==> src/rtl/audio_pdm_tx.sv <==
// Second-order sigma-delta PDM transmitter fed from a small PCM sample FIFO.
// A MUTE/RUN controller primes the FIFO before playback and mutes after sustained underrun.
module audio_pdm_tx #(
    parameter int W     = 24,
    parameter int DEPTH = 4
) (
    input  logic                     clk,
    input  logic                     rst,
    input  logic                     stb_pdm,
    input  logic                     stb_pcm,
    input  logic [15:0]              pcm_in,
    input  logic                     pcm_valid,
    output logic                     pcm_ready,
    output logic                     pdm_out,
    output logic                     underrun,
    output logic [$clog2(DEPTH):0]   level
);

    localparam int AW = $clog2(DEPTH);
    localparam int SW = W + 2;

    localparam logic [AW:0]             LVL_FULL  = (AW+1)'(DEPTH);
    localparam logic [AW:0]             LVL_START = (AW+1)'(2);
    localparam logic signed [SW-1:0]    SAT_MAX   = {3'b000, {(W-1){1'b1}}};
    localparam logic signed [SW-1:0]    SAT_MIN   = -SAT_MAX;
    localparam logic signed [SW-1:0]    FB_POS    = SW'(32768);
    localparam logic signed [SW-1:0]    FB_NEG    = -FB_POS;

    typedef enum logic {MUTE, RUN} state_t;

    state_t                  state, state_nx;
    logic signed [15:0]      mem [DEPTH];
    logic [AW-1:0]           wr_ptr, rd_ptr;
    logic signed [15:0]      x;
    logic [2:0]              ur_cnt;
    logic signed [W-1:0]     i1, i2;
    logic                    push, pop;

    logic signed [SW-1:0]    fb, sum1, sum2;
    logic signed [W-1:0]     s1, s2;

    function automatic logic signed [SW-1:0] ext_w(input logic signed [W-1:0] v);
        return {{2{v[W-1]}}, v};
    endfunction

    function automatic logic signed [W-1:0] sat(input logic signed [SW-1:0] v);
        if (v > SAT_MAX)
            return SAT_MAX[W-1:0];
        else if (v < SAT_MIN)
            return SAT_MIN[W-1:0];
        else
            return v[W-1:0];
    endfunction

    assign pcm_ready = (level < LVL_FULL);
    assign push      = pcm_valid && pcm_ready;

    // NOTE: every signal written here gets a default first, so no path can infer a latch.
    always_comb begin
        state_nx = state;
        pop      = 1'b0;
        underrun = 1'b0;
        case (state)
            MUTE: begin
                if (stb_pcm && level >= LVL_START) begin
                    state_nx = RUN;
                    pop      = 1'b1;
                end
            end
            RUN: begin
                if (stb_pcm) begin
                    if (level != '0) begin
                        pop = 1'b1;
                    end else begin
                        underrun = 1'b1;
                        if (ur_cnt == 3'd7)
                            state_nx = MUTE;
                    end
                end
            end
            default: state_nx = MUTE;
        endcase
    end

    // NOTE: state registers use non-blocking assignments so all flops update together at the edge.
    always_ff @(posedge clk or posedge rst) begin
        if (rst)
            state <= MUTE;
        else
            state <= state_nx;
    end

    // NOTE: the sample storage is not reset; the pointers and level alone define what is valid.
    always_ff @(posedge clk) begin
        if (push)
            mem[wr_ptr] <= pcm_in;
    end

    always_ff @(posedge clk or posedge rst) begin
        if (rst) begin
            wr_ptr <= '0;
            rd_ptr <= '0;
            level  <= '0;
        end else begin
            if (push)
                wr_ptr <= wr_ptr + 1'b1;
            if (pop)
                rd_ptr <= rd_ptr + 1'b1;
            case ({push, pop})
                2'b10:   level <= level + 1'b1;
                2'b01:   level <= level - 1'b1;
                default: level <= level;
            endcase
        end
    end

    // The 8th consecutive underrun wraps the counter to 0 and silences x on the same edge.
    always_ff @(posedge clk or posedge rst) begin
        if (rst) begin
            x      <= '0;
            ur_cnt <= '0;
        end else if (pop) begin
            x      <= mem[rd_ptr];
            ur_cnt <= '0;
        end else if (underrun) begin
            ur_cnt <= ur_cnt + 3'd1;
            if (ur_cnt == 3'd7)
                x <= '0;
        end
    end

    always_comb begin
        fb   = pdm_out ? FB_POS : FB_NEG;
        sum1 = ext_w(i1) + {{(SW-16){x[15]}}, x} - fb;
        s1   = sat(sum1);
        sum2 = ext_w(i2) + ext_w(s1) - fb;
        s2   = sat(sum2);
    end

    always_ff @(posedge clk or posedge rst) begin
        if (rst) begin
            i1      <= '0;
            i2      <= '0;
            pdm_out <= 1'b0;
        end else if (stb_pdm) begin
            i1      <= s1;
            i2      <= s2;
            pdm_out <= ~s2[W-1];
        end
    end

endmodule

==> config.mk <==
export PLATFORM = sky130hd
export DESIGN_NAME = audio_pdm_tx
export DESIGN_NICKNAME = d
export VERILOG_FILES = /design/src/rtl/audio_pdm_tx.sv
export SDC_FILE = /design/constraint.sdc
export NUM_CORES = 1
export LEC_CHECK = 0
export ABC_AREA = 1
export BUFFER_PORTS_ARGS = -buffer_cell sky130_fd_sc_hd__buf_2
export CAP_MARGIN = 30
export CORE_UTILIZATION = 60
export CTS_BUF_LIST = sky130_fd_sc_hd__clkbuf_4
export DETAILED_ROUTE_END_ITERATION = 8
export GPL_TIMING_DRIVEN = 0
export PLACE_DENSITY_LB_ADDON = 0.2
export SLEW_MARGIN = 20
export SYNTH_ARGS = -nofsm -noshare
export SYNTH_HDL_FRONTEND = slang
export SYNTH_SLANG_ARGS = --single-unit
export TNS_END_PERCENT = 50
==> constraint.sdc <==
create_clock -name clk -period 22.2 [get_ports clk]
set_clock_uncertainty 0.15 [all_clocks]
set_input_delay 0 -clock clk [delete_from_list [all_inputs] [get_ports clk]]
set_output_delay 0 -clock clk [all_outputs]
set_load 0.01 [all_outputs]
==> reports/metrics.yaml, run 1 <==
outcome:
  result_of_the_run: "finished, final reports clean"
critical_path:
  worstSetupStartpointType: "flip-flop"
  cp_slowest_stage_delay_ns: 0.45
  cpMaxStageDelayCell: "sky130_fd_sc_hd__buf_1"
  timing.critical_path.required_ns: 22.48
  crit-reg2reg-launch: "x[0]$_DFFE_PP0P_"
  setup.worst_path.end_class: "flip-flop"
  crit_arrival_ns: 9.36
  critical_path_peak_fanout: 10
  r2r.worst_path.cells: 54
  setup.reg_to_reg.worst_slack_ns: 13.12
  worst-setup-path-type: "flip-flop to flip-flop"
  worstReg2RegEnd: "i2[9]$_DFFE_PP0P_"
  critical_path.most_common_cell: "sky130_fd_sc_hd__nand2_1"
sta:
  rsz0062_at_grt: "no"
  tightestPinTransition_ns: 0.940
  slew-limit-headroom_pct: 37.3
  hold_viol_final: 0
  timing.final.crit_period_ns: 9.08
  max_freq_mhz: 110
  hold_ws_ns: 0.0474
  finalSetupViolCount: 0
  timing.final.max_slew_violations: 0
  setup-tns-final_ns: 0
  finalCritPeriodShare_pct: 40.9
clock_network:
  clk_transition_reported_paths_ns: 0.14
  post_cts_buffers: 0
  cts_inserted_buffers: 17
  tritoncts: "done"
  post_cts_resized: 0
  htreeDepth: 4
  cts.hold.buffers_added: 21
  cts_sinks: 140
  worst_skew_pair.late_latency_ns: 0.55
  clock-root-buffer: "sky130_fd_sc_hd__clkbuf_4"
  clock_tree.buffer_depth: 2
global_routing:
  grt_pass1_wl_mm: 38.5
  antenna_found_initial: 1
  globalRouteOverflowTotal: 0
  grt_start_max_net_pins: 42
  groute.usage.overall_pct: 30.3
  first_global_vias: 7992
logic_synthesis:
  postSynthCellCount: 1157
  synth_fp_nets: 1269
  top_post_synthesis_cells_by_area: "sky130_fd_sc_hd__edfxtp_1 20%, sky130_fd_sc_hd__dfrtp_1 20%, sky130_fd_sc_hd__nand2_1 11%"
  synth_top_area_share_pct: 20.3
  post_synthesis_cell_type_with_the_largest_combined_area: "sky130_fd_sc_hd__edfxtp_1"
  post_synth_num_cell_types: 42
  synth_area_sq_um: 9460
  yosysSeqAreaShare_pct: 40.4
  synth_seq_cells: 140
  syn_area_per_cell_sq_um: 8.17
  synth_warnings: 0
hold_path:
  hold_path.class: "primary input to flip-flop"
  timing.hold.worst_path_depth: 2
  startpoint_of_the_tightest_hold_check_path: "pcm_in[11]"
  timing.hold.worst_endpoint: "mem[2][11]$_DFFE_PP_"
floorplan:
  floorplan.initialDensity_pct: 61.7
  die-area_sq_um: 16300
  die-width_um: 128
  die_height_um: 128
  ioPinCount: 27
  std_cell_rows: 45
  coreArea_sq_um: 15300
drt:
  met2RoutedLength_mm: 10.8
  dr_vias: 8202
  top_layer: "met4"
  detail_route.first_pass.iterations: 7
  detail_route.vias_per_cell: 5.64
  met3WireLength_mm: 1.30
  wl_mm: 23.1
  wl_per_cell_um: 15.9
  wl_met1_mm: 10.6
  antenna_violating_nets_post_route: 0
  drt-initial-drc-count: 670
  drcViolationCount: 0
cells_and_area:
  most_frequent_standard_cell_in_the_layout_excluding_fill_and_tap_cells: "sky130_fd_sc_hd__nand2_1"
  syn2layout_area_growth_pct: 10.4
  stdcell_area_sq_um: 10400
  post_route_cells_drive_above_1_share_pct: 10.6
  layout_common_cells: "281 x sky130_fd_sc_hd__nand2_1, 150 x sky130_fd_sc_hd__inv_1, 117 x sky130_fd_sc_hd__a21oi_1"
  utilization_pct: 68.2
  layout.nets: 1340
placement:
  detailedPlacementHpwl_mm: 17.5
  port-buffer-count: 26
  globalplace.congestion: 0.942
  standard_cell_area_after_detailed_placement_sq_um: 9920
flow_run:
  max_cap_violations: 0
-- metrics by stage --
stage,std cells,setup slack (ns)
after floorplan,1157,15.10
after global placement,1394,13.40
after detailed placement,1398,13.32
after CTS,1451,13.27
after global routing,1453,12.50
final,1453,13.12
-- cells by family after synthesis --
kind of cell / Yosys count / share of synthesized area [%]
buf+inv: 186 / 7.67
flops: 140 / 40.4
fa+ha+maj: 91 / 12.9
xor+xnor: 26 / 2.41
simple gates: 497 / 23.0
compound gates: 217 / 13.6
-- metal layers --
layer / track usage (%) / vias to the layer above
met2: 49.8 / 250
met5: 0 / -
met3: 4.36 / 35
met1: 42.0 / 3885
met4: 8.54 / 0
li1: - / 4032
-- state kept, by name, indices dropped and copies added, names as in the netlist --
register  count
mem          64
pdm_out       1
ur_cnt        3
i2           24
x            16
rd_ptr        2
i1           24
state         1
wr_ptr        2
level         3
-- Yosys cell counts (all sizes together) --
cell type  instances
nand2            305
inv              154
a21oi            120
nand3             87
ha                80
nor2              77
dfrtp             76
edfxtp            64
o21ai             37
xor2              22
clkbuf            19
a221oi            16
a31o              16
a31oi             13
buf               13
fa                11
nor3              11
nand3b            10
nand4              6
o21bai             4
xnor2              4
a211oi             2
a22o               2
o21a               2
a2111oi            1
a21boi             1
a21o               1
a22oi              1
and2               1
o2111a             1
-- worst max-delay path, delay by kind of cell (launching register included) --
| family | cells | cell delay, ns |
|---|---|---|
| AO/OA/AOI/OAI | 10 | 2.02 |
| buffers and inverters | 6 | 1.14 |
| adder cells (fa/ha/maj) | 5 | 1.78 |
| AND/OR/NAND/NOR | 32 | 3.27 |
| XOR/XNOR | 1 | 0.17 |
| flip-flops | 1 | 0.43 |
-- final cells by class --
class                   count  area [sq um]
fillers                  1294          4880
multi-input cells         831          4920
plain buffers              32           148
inverters                 154           581
repair buffers             52           409
clock inverters            14           159
diodes                      1          2.50
flip-flops and latches    140          3820
well taps                 211           264
clock buffers              18           135
-- worst max path at each step --
stage                    endpoint  cells after the start  slack [ns]             start
2_1_floorplan  i2[10]$_DFFE_PP0P_                     52       15.10  x[0]$_DFFE_PP0P_
3_3_place_gp    i2[9]$_DFFE_PP0P_                     54       13.40  x[0]$_DFFE_PP0P_
3_5_place_dp    i2[9]$_DFFE_PP0P_                     54       13.32  x[0]$_DFFE_PP0P_
4_1_cts         i2[9]$_DFFE_PP0P_                     54       13.27  x[0]$_DFFE_PP0P_
5_1_grt         i2[8]$_DFFE_PP0P_                     55       12.50  x[0]$_DFFE_PP0P_
6_report        i2[9]$_DFFE_PP0P_                     54       13.12  x[0]$_DFFE_PP0P_
Power of run 1 is left out: the tool's default activity adds up to more than one toggle a clock period on the data nets, which glitch-free logic cannot reach.
==> run 2, diff against run 1 <==
--- a/config.mk
+++ b/config.mk
@@ -8,7 +8,7 @@
 export ABC_AREA = 1
 export BUFFER_PORTS_ARGS = -buffer_cell sky130_fd_sc_hd__buf_2
 export CAP_MARGIN = 30
-export CORE_UTILIZATION = 60
+export CORE_UTILIZATION = 59
 export CTS_BUF_LIST = sky130_fd_sc_hd__clkbuf_4
 export DETAILED_ROUTE_END_ITERATION = 8
 export GPL_TIMING_DRIVEN = 0
==> constraint.sdc (replaced) <==
create_clock -name clk -period 7.46 [get_ports clk]
set_clock_uncertainty 0.15 [all_clocks]
set_input_delay 0 -clock clk [delete_from_list [all_inputs] [get_ports clk]]
set_output_delay 0 -clock clk [all_outputs]
set_load 0.01 [all_outputs]
==> run 2 against run 1 <==
Effect of this change: sequential share of layout area fell by 2.9 points; sequential cell count did not move; first-iteration DRC count rose by 6.9%; final cell count rose by 2.3%; wire length rose by 6.3%; hold slack got worse by 0.026 ns; via count rose by 4.0%; critical path depth rose by 3; non-clock buffer count rose by 34; utilization rose by 5.3 points; fmax rose by 22%; critical path type unchanged; highest routed layer unchanged.
==> reports/metrics.yaml, run 2 (synthesis gave the netlist of run 1 again) <==
outcome:
  result_of_the_run: "finished, final reports clean"
sta:
  timing.final.crit_period_ns: 7.45  # -1.63 ns
  tightestPinTransition_ns: 0.925  # -0.0143 ns
  hold_viol_final: 0  # unchanged
  finalCritPeriodShare_pct: 99.8  # +59 points
  finalSetupViolCount: 0  # unchanged
  timing.final.max_slew_violations: 0  # unchanged
  max_freq_mhz: 134  # +22%
  rsz0062_at_grt: "yes"
  setup_ws_ns: 0.0122  # -13.11 ns
  hold_ws_ns: 0.0218  # -0.0255 ns
  slew-limit-headroom_pct: 38.2  # +0.95 points
drt:
  drcViolationCount: 0  # unchanged
  antenna_violating_nets_post_route: 0  # unchanged
  drt-initial-drc-count: 716  # +6.9%
  detail_route.vias_per_cell: 5.74  # +1.6%
  wl_mm: 24.5  # +6.3%
  wl_per_cell_um: 16.5  # +3.8%
  detail_route.first_pass.iterations: 5  # -2
  dr_vias: 8532  # +4.0%
critical_path:
  cp_slowest_stage_delay_ns: 0.43  # -0.02 ns
  setup.worst_path.end_class: "flip-flop"
  crit_arrival_ns: 7.76  # -1.60 ns
  critical_path_peak_fanout: 10  # unchanged
  r2r.worst_path.cells: 57  # +5.6%
  worst-setup-path-type: "flip-flop to flip-flop"
  worstSetupStartpointType: "flip-flop"
  cpMaxStageDelayCell: "sky130_fd_sc_hd__dfrtp_1"
  timing.critical_path.required_ns: 7.77  # -14.71 ns
clock_network:
  tritoncts: "done"
  clock-root-buffer: "sky130_fd_sc_hd__clkbuf_4"
  worst_skew_pair.late_latency_ns: 0.57  # +0.02 ns
  htreeDepth: 4  # unchanged
  clock_tree.buffer_depth: 2  # unchanged
  cts_sinks: 140  # unchanged
  cts_inserted_buffers: 17  # unchanged
  clk_transition_reported_paths_ns: 0.13  # about the same
floorplan:
  die-area_sq_um: 16500  # +1.7%
  std_cell_rows: 45  # unchanged
  coreArea_sq_um: 15400  # +0.74%
  die_height_um: 129  # +0.83%
  die-width_um: 129  # +0.83%
  floorplan.initialDensity_pct: 61.3  # -0.45 points
  ioPinCount: 27  # unchanged
cells_and_area:
  stdcell_area_sq_um: 11300  # +8.5%
  post_route_cells_drive_above_1_share_pct: 20.2  # +9.6 points
  max_flop_register: "mem"
  layout.nets: 1374  # +2.5%
  largest_register_ffs: 64  # unchanged
  multi_input_area_sq_um: 5450  # +11%
  final-seq-area_sq_um: 3820  # unchanged
  syn2layout_area_growth_pct: 19.8
  layout_common_cells: "268 x sky130_fd_sc_hd__nand2_1, 144 x sky130_fd_sc_hd__inv_1, 98 x sky130_fd_sc_hd__a21oi_1"
  layout_fillers: 1160  # -10%
  largest_registers: "mem (64), i1 (24), i2 (24)"
  most_frequent_standard_cell_in_the_layout_excluding_fill_and_tap_cells: "sky130_fd_sc_hd__nand2_1"
global_routing:
  grt_pass1_wl_mm: 38.2  # -0.75%
  globalRouteOverflowTotal: 0  # unchanged
  groute.usage.overall_pct: 30.1  # -0.28 points
  grt_start_max_net_pins: 41  # -2.4%
  first_global_vias: 7951  # -0.51%
  antenna_found_initial: 1  # unchanged
flow_run:
  max_cap_violations: 0  # unchanged
placement:
  port-buffer-count: 26  # unchanged
  place_worst_setup_slack_ns: -1.38  # -14.70 ns
  standard_cell_area_after_detailed_placement_sq_um: 9910  # about the same
  globalplace.congestion: 0.940  # -0.16%
  detailedPlacementHpwl_mm: 17.0  # -2.9%
hold_path:
  hold_path.class: "primary input to flip-flop"
  timing.hold.worst_path_depth: 2  # unchanged
==> run 2: cell count changes in the layout (fill, tap and decap cells not counted), moves of 7 or more <==
cell and change:
sky130_fd_sc_hd__buf_4 +31, sky130_fd_sc_hd__a21oi_1 -19, sky130_fd_sc_hd__ha_1 -19, sky130_fd_sc_hd__nand3_1 -14, sky130_fd_sc_hd__nand2_1 -13, sky130_fd_sc_hd__a21oi_2 +12
sky130_fd_sc_hd__nand3_2 +11, sky130_fd_sc_hd__ha_2 +10, sky130_fd_sc_hd__ha_4 +9, sky130_fd_sc_hd__nand2_2 +8, sky130_fd_sc_hd__a21oi_4 +7
==> run 2: what timing repair did <==
item / CTS / global route
setup buffers: 15 / 16
setup endpoints to repair: 23 / 23
gates cloned: 0 / 1
pin swaps: 21 / 46
endpoints found under the hold margin: 183 / 0
gates resized for setup: 56 / 77
hold buffers: 23 / 0
==> run 2: path summary, 6_finish.rpt <==
check / startpoint / end / slack (ns)
worst min register to register: i1[16]$_DFFE_PP0P_ / i1[16]$_DFFE_PP0P_ / 0.35
max in group asynchronous: rst / x[6]$_DFFE_PP0P_ / 6.14
worst min-delay path: pcm_in[11] / mem[1][11]$_DFFE_PP_ / 0.02
min in group asynchronous: rst / wr_ptr[1]$_DFFE_PP0P_ / 0.42
worst max-delay path: x[0]$_DFFE_PP0P_ / i2[9]$_DFFE_PP0P_ / 0.01
worst max register to register: x[0]$_DFFE_PP0P_ / i2[9]$_DFFE_PP0P_ / 0.01
==> run 2: final cells by class <==
cell class                 instances  share of cell area [%]
clock buffer                      19                    1.26
tap                              211                    2.33
buffer                            32                    1.80
timing repair buffer              86                    6.13
inverter                         154                    5.15
clock inverter                    13                    1.47
antenna                            1                  0.0221
multi-input combinational        831                    48.1
sequential                       140                    33.7
==> run 2: metrics by stage <==
step | instances | utilization (%) | TNS [ns]
after floorplan | 1157 | - | 0
after detailed placement | 1397 | 64.2 | -30.42
after CTS | 1467 | 70.1 | 0
after global routing | 1487 | 73.4 | -7.72
final | 1487 | 73.4 | 0
after global placement | 1394 | 63.8 | -28.96
==> run 2: metal layers <==
layer | share of wire (%) | up-vias | track usage, %
met3 | 6.1 | 45 | 4.78
met2 | 48 | 302 | 49.1
li1 | - | 4098 | -
met5 | 0 | - | 0
met1 | 45 | 4087 | 41.5
met4 | 1.6 | 0 | 8.72
==> run 2: worst max-delay path: cells and delay by family, from the launching register on <==
family                     cells  cell delay (ns)
DFF                            1             0.43
adders and majority gates      5             1.32
and+or+nand+nor               38             3.30
buffers and inverters          5             0.65
AOI/OAI and AO/OA              7             1.13
xor gates and xnor gates       2             0.34
Power of run 2 is left out for the same reason.
